==> config.mk <==
export PLATFORM = sky130hd
export DESIGN_NAME = axis_rr_arbiter
export DESIGN_NICKNAME = d
export VERILOG_FILES = /design/src/rtl/axis_arb_pkg.sv /design/src/rtl/axis_rr_pick.sv /design/src/rtl/axis_rr_arbiter.sv
export SDC_FILE = /design/constraint.sdc
export NUM_CORES = 1
export LEC_CHECK = 0
export CAP_MARGIN = 20
export CORE_MARGIN = 5
export CORE_UTILIZATION = 40
export CTS_CLUSTER_DIAMETER = 60
export DETAILED_ROUTE_END_ITERATION = 12
export PLACE_DENSITY = 0.93
export SLEW_MARGIN = 20
export SYNTH_ARGS = -nofsm -noshare
export SYNTH_HDL_FRONTEND = slang
export SYNTH_SLANG_ARGS = --single-unit
==> constraint.sdc <==
create_clock -name clock -period 5.5 [get_ports clock]
set_input_delay 1.65 -clock clock [delete_from_list [all_inputs] [get_ports clock]]
set_output_delay 1.65 -clock clock [all_outputs]
set_load 0.03 [all_outputs]
==> src/rtl/axis_arb_pkg.sv <==
// ---------------------------------------------------------------------------
// axis_arb_pkg
// Shared definitions for the AXI-stream round-robin arbiter:
//   - state_t  : arbiter FSM encoding (IDLE / LOCK)
//   - onehot() : index -> one-hot grant vector (up to MAX_PORTS wide)
//   - params_ok(): elaboration-time parameter sanity check
// ---------------------------------------------------------------------------
package axis_arb_pkg;

  localparam int MAX_PORTS = 16;

  typedef enum logic {
    ST_IDLE = 1'b0,
    ST_LOCK = 1'b1
  } state_t;

  // Out-of-range indices produce an all-zero vector so a bad index never
  // grants a non-existent port.
  function automatic logic [MAX_PORTS-1:0] onehot(input int idx, input int ports);
    logic [MAX_PORTS-1:0] r;
    r = '0;
    if (idx >= 0 && idx < ports && idx < MAX_PORTS) begin
      r = {{(MAX_PORTS-1){1'b0}}, 1'b1} << idx;
    end
    return r;
  endfunction

  function automatic bit params_ok(input int ports, input int sel_width);
    return (ports >= 2) && (ports <= MAX_PORTS) && (sel_width >= $clog2(ports));
  endfunction

endpackage

==> src/rtl/axis_rr_pick.sv <==
// ---------------------------------------------------------------------------
// axis_rr_pick
// Combinational round-robin picker. Returns the first requesting index
// searching last+1 .. PORTS-1, then 0 .. last.
// Ports:
//   req  [PORTS]      request vector
//   last [SEL_WIDTH]  index granted most recently
//   any               at least one request present
//   win  [SEL_WIDTH]  winning index (0 when any=0)
// ---------------------------------------------------------------------------
module axis_rr_pick #(
  parameter int PORTS     = 4,
  parameter int SEL_WIDTH = 2
) (
  input  logic [PORTS-1:0]     req,
  input  logic [SEL_WIDTH-1:0] last,
  output logic                 any,
  output logic [SEL_WIDTH-1:0] win
);

  logic                 hi_found;
  logic [SEL_WIDTH-1:0] hi_idx;
  logic [SEL_WIDTH-1:0] lo_idx;

  // Scan downwards so the final assignment in each class is the lowest
  // index: hi_idx = lowest request above last, lo_idx = lowest request
  // overall (the wrap-around candidate).
  always_comb begin
    any      = |req;
    hi_found = 1'b0;
    hi_idx   = '0;
    lo_idx   = '0;
    for (int i = PORTS - 1; i >= 0; i--) begin
      if (req[i]) begin
        lo_idx = SEL_WIDTH'(i);
        if (i > int'(last)) begin
          hi_found = 1'b1;
          hi_idx   = SEL_WIDTH'(i);
        end
      end
    end
    win = hi_found ? hi_idx : lo_idx;
  end

endmodule

==> src/rtl/axis_rr_arbiter.sv <==
// ---------------------------------------------------------------------------
// axis_rr_arbiter
// Merges PORTS AXI-stream sources into one registered output stream using
// fair round-robin arbitration. osel tags each beat with its source index.
//
// Optional feature macro: AXIS_ARB_PACKET_LOCK_EN
//   defined   : a source granted mid-packet owns the output until its ilast
//               beat (IDLE/LOCK FSM); packets never interleave.
//   undefined : every beat is arbitrated independently.
//
// Ports:
//   clock            single clock, posedge
//   reset            synchronous, active-high
//   idata  [P*DW]    source i payload = idata[i*DATA_WIDTH +: DATA_WIDTH]
//   ivalid [P]       per-source valid
//   ilast  [P]       per-source end-of-packet
//   iready [P]       per-source ready, combinational, at most one bit set
//   odata  [DW]      registered payload
//   olast            registered end-of-packet
//   osel   [SW]      registered source index of the output beat
//   ovalid           registered valid
//   oready           downstream ready
// ---------------------------------------------------------------------------
module axis_rr_arbiter #(
  parameter int DATA_WIDTH = 8,
  parameter int PORTS      = 4,
  parameter int SEL_WIDTH  = 2
) (
  input  logic                        clock,
  input  logic                        reset,
  input  logic [PORTS*DATA_WIDTH-1:0] idata,
  input  logic [PORTS-1:0]            ivalid,
  input  logic [PORTS-1:0]            ilast,
  output logic [PORTS-1:0]            iready,
  output logic [DATA_WIDTH-1:0]       odata,
  output logic                        olast,
  output logic [SEL_WIDTH-1:0]        osel,
  output logic                        ovalid,
  input  logic                        oready
);

  import axis_arb_pkg::*;

  if (!params_ok(PORTS, SEL_WIDTH)) begin : g_param_check
    $error("axis_rr_arbiter: need 2 <= PORTS <= 16 and SEL_WIDTH >= clog2(PORTS)");
  end

  logic                  load;
  logic                  xfer;
  logic                  pick_any;
  logic [SEL_WIDTH-1:0]  pick_win;
  logic [SEL_WIDTH-1:0]  rr_last;
  logic [SEL_WIDTH-1:0]  target;
  logic                  target_ok;
  logic [PORTS-1:0]      grant;
  logic [DATA_WIDTH-1:0] data_mux;
  logic                  last_mux;

  logic [DATA_WIDTH-1:0] data_p1;
  logic                  last_p1;
  logic [SEL_WIDTH-1:0]  sel_p1;
  logic                  vld_p1;

`ifdef AXIS_ARB_PACKET_LOCK_EN
  state_t               state, state_next;
  logic [SEL_WIDTH-1:0] owner, owner_next;
`endif

  axis_rr_pick #(
    .PORTS     (PORTS),
    .SEL_WIDTH (SEL_WIDTH)
  ) u_pick (
    .req  (ivalid),
    .last (rr_last),
    .any  (pick_any),
    .win  (pick_win)
  );

  // The output register can take a new beat when empty or being drained.
  assign load = !vld_p1 || oready;

  // In LOCK the owner is offered ready even while its valid is low, so a
  // stalled packet simply resumes; nobody else can sneak in.
  always_comb begin
    target    = pick_win;
    target_ok = pick_any;
`ifdef AXIS_ARB_PACKET_LOCK_EN
    if (state == ST_LOCK) begin
      target    = owner;
      target_ok = 1'b1;
    end
`endif
  end

  always_comb begin
    grant = '0;
    if (target_ok && load) begin
      grant = PORTS'(onehot(int'(target), PORTS));
    end
  end

  assign iready = grant;
  assign xfer   = |(ivalid & grant);

  always_comb begin
    data_mux = '0;
    last_mux = 1'b0;
    for (int i = 0; i < PORTS; i++) begin
      if (i == int'(target)) begin
        data_mux = idata[i*DATA_WIDTH +: DATA_WIDTH];
        last_mux = ilast[i];
      end
    end
  end

  // rr_last only moves on a transfer; in LOCK target == owner == rr_last.
  always_ff @(posedge clock) begin
    if (reset) begin
      rr_last <= SEL_WIDTH'(PORTS - 1);
    end else if (xfer) begin
      rr_last <= target;
    end
  end

`ifdef AXIS_ARB_PACKET_LOCK_EN
  always_ff @(posedge clock) begin
    if (reset) begin
      state <= ST_IDLE;
      owner <= '0;
    end else begin
      state <= state_next;
      owner <= owner_next;
    end
  end

  always_comb begin
    state_next = state;
    owner_next = owner;
    if (xfer) begin
      case (state)
        ST_IDLE: begin
          if (!last_mux) begin
            state_next = ST_LOCK;
            owner_next = target;
          end
        end
        ST_LOCK: begin
          if (last_mux) begin
            state_next = ST_IDLE;
          end
        end
        default: state_next = ST_IDLE;
      endcase
    end
  end
`endif

  // ---- output register stage (p1) ----
  always_ff @(posedge clock) begin
    if (reset) begin
      data_p1 <= '0;
      last_p1 <= 1'b0;
      sel_p1  <= '0;
      vld_p1  <= 1'b0;
    end else if (xfer) begin
      data_p1 <= data_mux;
      last_p1 <= last_mux;
      sel_p1  <= target;
      vld_p1  <= 1'b1;
    end else if (oready) begin
      vld_p1  <= 1'b0;
    end
  end

  assign odata  = data_p1;
  assign olast  = last_p1;
  assign osel   = sel_p1;
  assign ovalid = vld_p1;

endmodule

==> results.txt, run 1 <==
Cell with the most instances after synthesis - nor2_1
Diodes inserted - 0
CP Data Arrival Time - 3.55 ns
Initial Util - 41.1%
Clock transition at path regs - 0.09 ns
Area grow syn2layout - 59.5%
HP Class - flop to flop
Switching Power - 0.134 mW
Worst R2R Path Depth - 6
TritonCTS buffer count - 3
Die ar. - 3630 um2
Place WS - 0.366 ns
Post CTS Setup Buffer Count - 0
Sw frac - 37.5%
Longest Clk Path Bufs - 2
Cell area after synthesis - 1010 um2
Flops & latches, synth - 14
Clock Latency Late Sink - 0.28 ns
Post-Route WL - 3.64 mm
Seq/Total Area, Yosys - 27.8%
Number of hold buffers added after cts - 0
TritonCTS clock tree - yes
H-tree Lvls - 1
DRT Pass-1 Iters - 5
Via count - 1278
Pwr/cell area - 221 nW/um2
Drc violations - 0
Largest net degree at the start of global routing - 21
Rel. slew slack - 57.4%
Clock Skew - 0.00765 ns
CP endpoint kind - primary output
WP data required - 3.85 ns
Asr flop ratio synth - 0%
Port Buffers - 58
Global-route usage over all layers - 21.0%
Cells after Synth - 133
FP Rows - 18
Pleak - 0.646 nW
Least-Margin Pin Slew - 0.621 ns
CP Launch Type - input pin
DRT antenna net count - 0
Wire per inst - 16.8 um
Buf/Inv on CP - 2
Main synth FF type - dfxtp_1
TritonCTS Sinks - 14
Combinational power share - 47.8%
Hold Path Origin - odata[7]$_SDFFE_PP0P_
Setup ws final - 0.297 ns
Global-route wire length before repair - 5.71 mm
Setup-failing EPs final - 0
Gr ovfl total - 0
EDFF count, synth - 0
Crit Path Max Fanout - 10
Hold Path Stages - 2
Number of global-route vias before repair - 1222
Slowest stage cell, crit path - clkdlybuf4s50_1
Outcome - finished, final reports clean
Initial antenna violation count - 0
IO Pins - 59
CP cell instances - clkdlybuf4s50_1 -> nand2b_1 -> a21boi_0 -> nand3_1 -> nor3b_1 -> buf_4
CTS resizes - 0
Max Transition Viols Final - 0
Max Freq - 0.192 GHz
Seq pwr share - 35.7%
Int Pwr - 0.223 mW
Core area - 2450 um2
Max cap viols - 0
Gp weighted congestion - 0.828
HPWL Detailed - 2.67 mm
Nets - 232
Largest area contributor in the netlist - dfxtp_1
Area contributors post-synth - dfxtp_1 28%, nor2_1 6.7%, a21oi_1 5.9%, a211oi_1 5.2%, o211ai_1 5.2%
Root Buffer - clkbuf_4
Synthesized net count - 176
FF-to-FF Start - rr_last[0]$_SDFFE_PP1P_
Tmin final - 5.20 ns
Slowest stage delay, CP - 0.66 ns
Die Wd - 60.2 um
Crit Path Category - input pin to primary output
Number of cells on the critical path - 6
Yosys warning count - 0
Vias per inst - 5.89
Final worst-path cycle share - 94.6%
Initial DRC Count - 74
Power consumption - 0.356 mW
Distinct cells, synth - 34
Commonest cells post-synth - 18 x nor2_1, 14 x dfxtp_1, 12 x a21oi_1, 10 x inv_1
Ratio of cells with drive above 1 in the final layout - 8.56%
Synth top area share - 27.8%
Worst setup path startpoint - ivalid[0]
Setup_tns - 0 ns
Syn_area_per_cell - 7.59 um2
Crit path max-delay family - buffers and inverters
Endpoints failing hold - 0
Die height - 60.2 um
RSZ-0062 raised after global routing - no
Clk pwr share - 16.5%
Peak VDD IR - 0.166 mV
logic make-up after synthesis:
logic type             Yosys count  synth area share (%)
AO/OA/AOI/OAI                   63                  45.2
AND/OR/NAND/NOR                 34                  16.1
multiplexers                     1                 0.991
flip-flops                      14                  27.8
buffers and inverters           21                  9.91
layer usage:
layer / up-vias / global-route usage, % / wire length, um / part of all wire [%]
li1: 604 / - / - / -
met1: 577 / 26.9 / 1400 / 39
met2: 87 / 33.2 / 1780 / 49
met3: 10 / 4.32 / 368 / 10
met4: 0 / 9.81 / 88 / 2.4
met5: - / 0 / 0 / 0
metrics by stage:
stage	std cells	hold WS (ns)	util, %	cell area (um2)
after global placement	214	0.481	64.7	1590
after CTS	217	0.500	65.6	1610
after floorplan	133	0.610	-	1010
final	217	0.506	65.6	1610
after detailed placement	214	0.491	64.7	1590
after global routing	217	0.531	65.6	1610
tightest hold or removal path, stage by stage, from the launching register on:
cell,delay (ns)
dfxtp_1,0.32
nor2_1,0.10
a211oi_1,0.05
final timing paths:
kind                           endpoint  slack [ns]
setup / recovery              iready[0]        0.30
hold / removal    odata[7]$_SDFFE_PP0P_        0.51
setup reg to reg  odata[1]$_SDFFE_PP0P_        3.56
hold reg to reg   odata[7]$_SDFFE_PP0P_        0.51
layout by cell type (no fill, tap or decap), drive strengths merged, types with 5 or more instances in the layout:
cell           instances
clkdlybuf4s50         55
nor2                  18
dfxtp                 14
a21oi                 12
o21ai                 12
inv                   10
a211oi                 9
o211ai                 7
buf                    7
o221ai                 6
o21bai                 5
cell type report:
cell class | count | area (um2)
fill | 212 | 845
timing repair buffer | 62 | 603
sequential | 14 | 280
tap | 30 | 37.5
inverter | 10 | 37.5
multi-input combinational | 98 | 629
clock buffer | 3 | 22.5
power by group through the flow:
stage / registers (mW) / clock network, mW / logic, mW
6_report: 0.127 / 0.0590 / 0.170
5_1_grt: 0.129 / 0.0669 / 0.183
4_1_cts: 0.126 / 0.0610 / 0.170
3_5_place_dp: 0.128 / 0 / 0.169
3_3_place_gp: 0.127 / 0 / 0.165
2_1_floorplan: 0.145 / 0 / 0.0792
flip-flops by register name, indices dropped and copies added, names as in the netlist:
signal   flops
odata        8
osel         2
rr_last      2
olast        1
ovalid       1
Power figures use the tool's default switching activity.
==> inputs of run 2 (changes only) <==
- TNS_END_PERCENT: default -> 20
==> results of run 2 <==
Same layout as run 1: the final DEF is identical, and so are final timing and power.
==> inputs of run 3 (changes only) <==
- SKIP_CTS_REPAIR_TIMING: default -> 1
==> results of run 3 <==
Same layout as run 1: the final DEF is identical, and so are final timing and power.
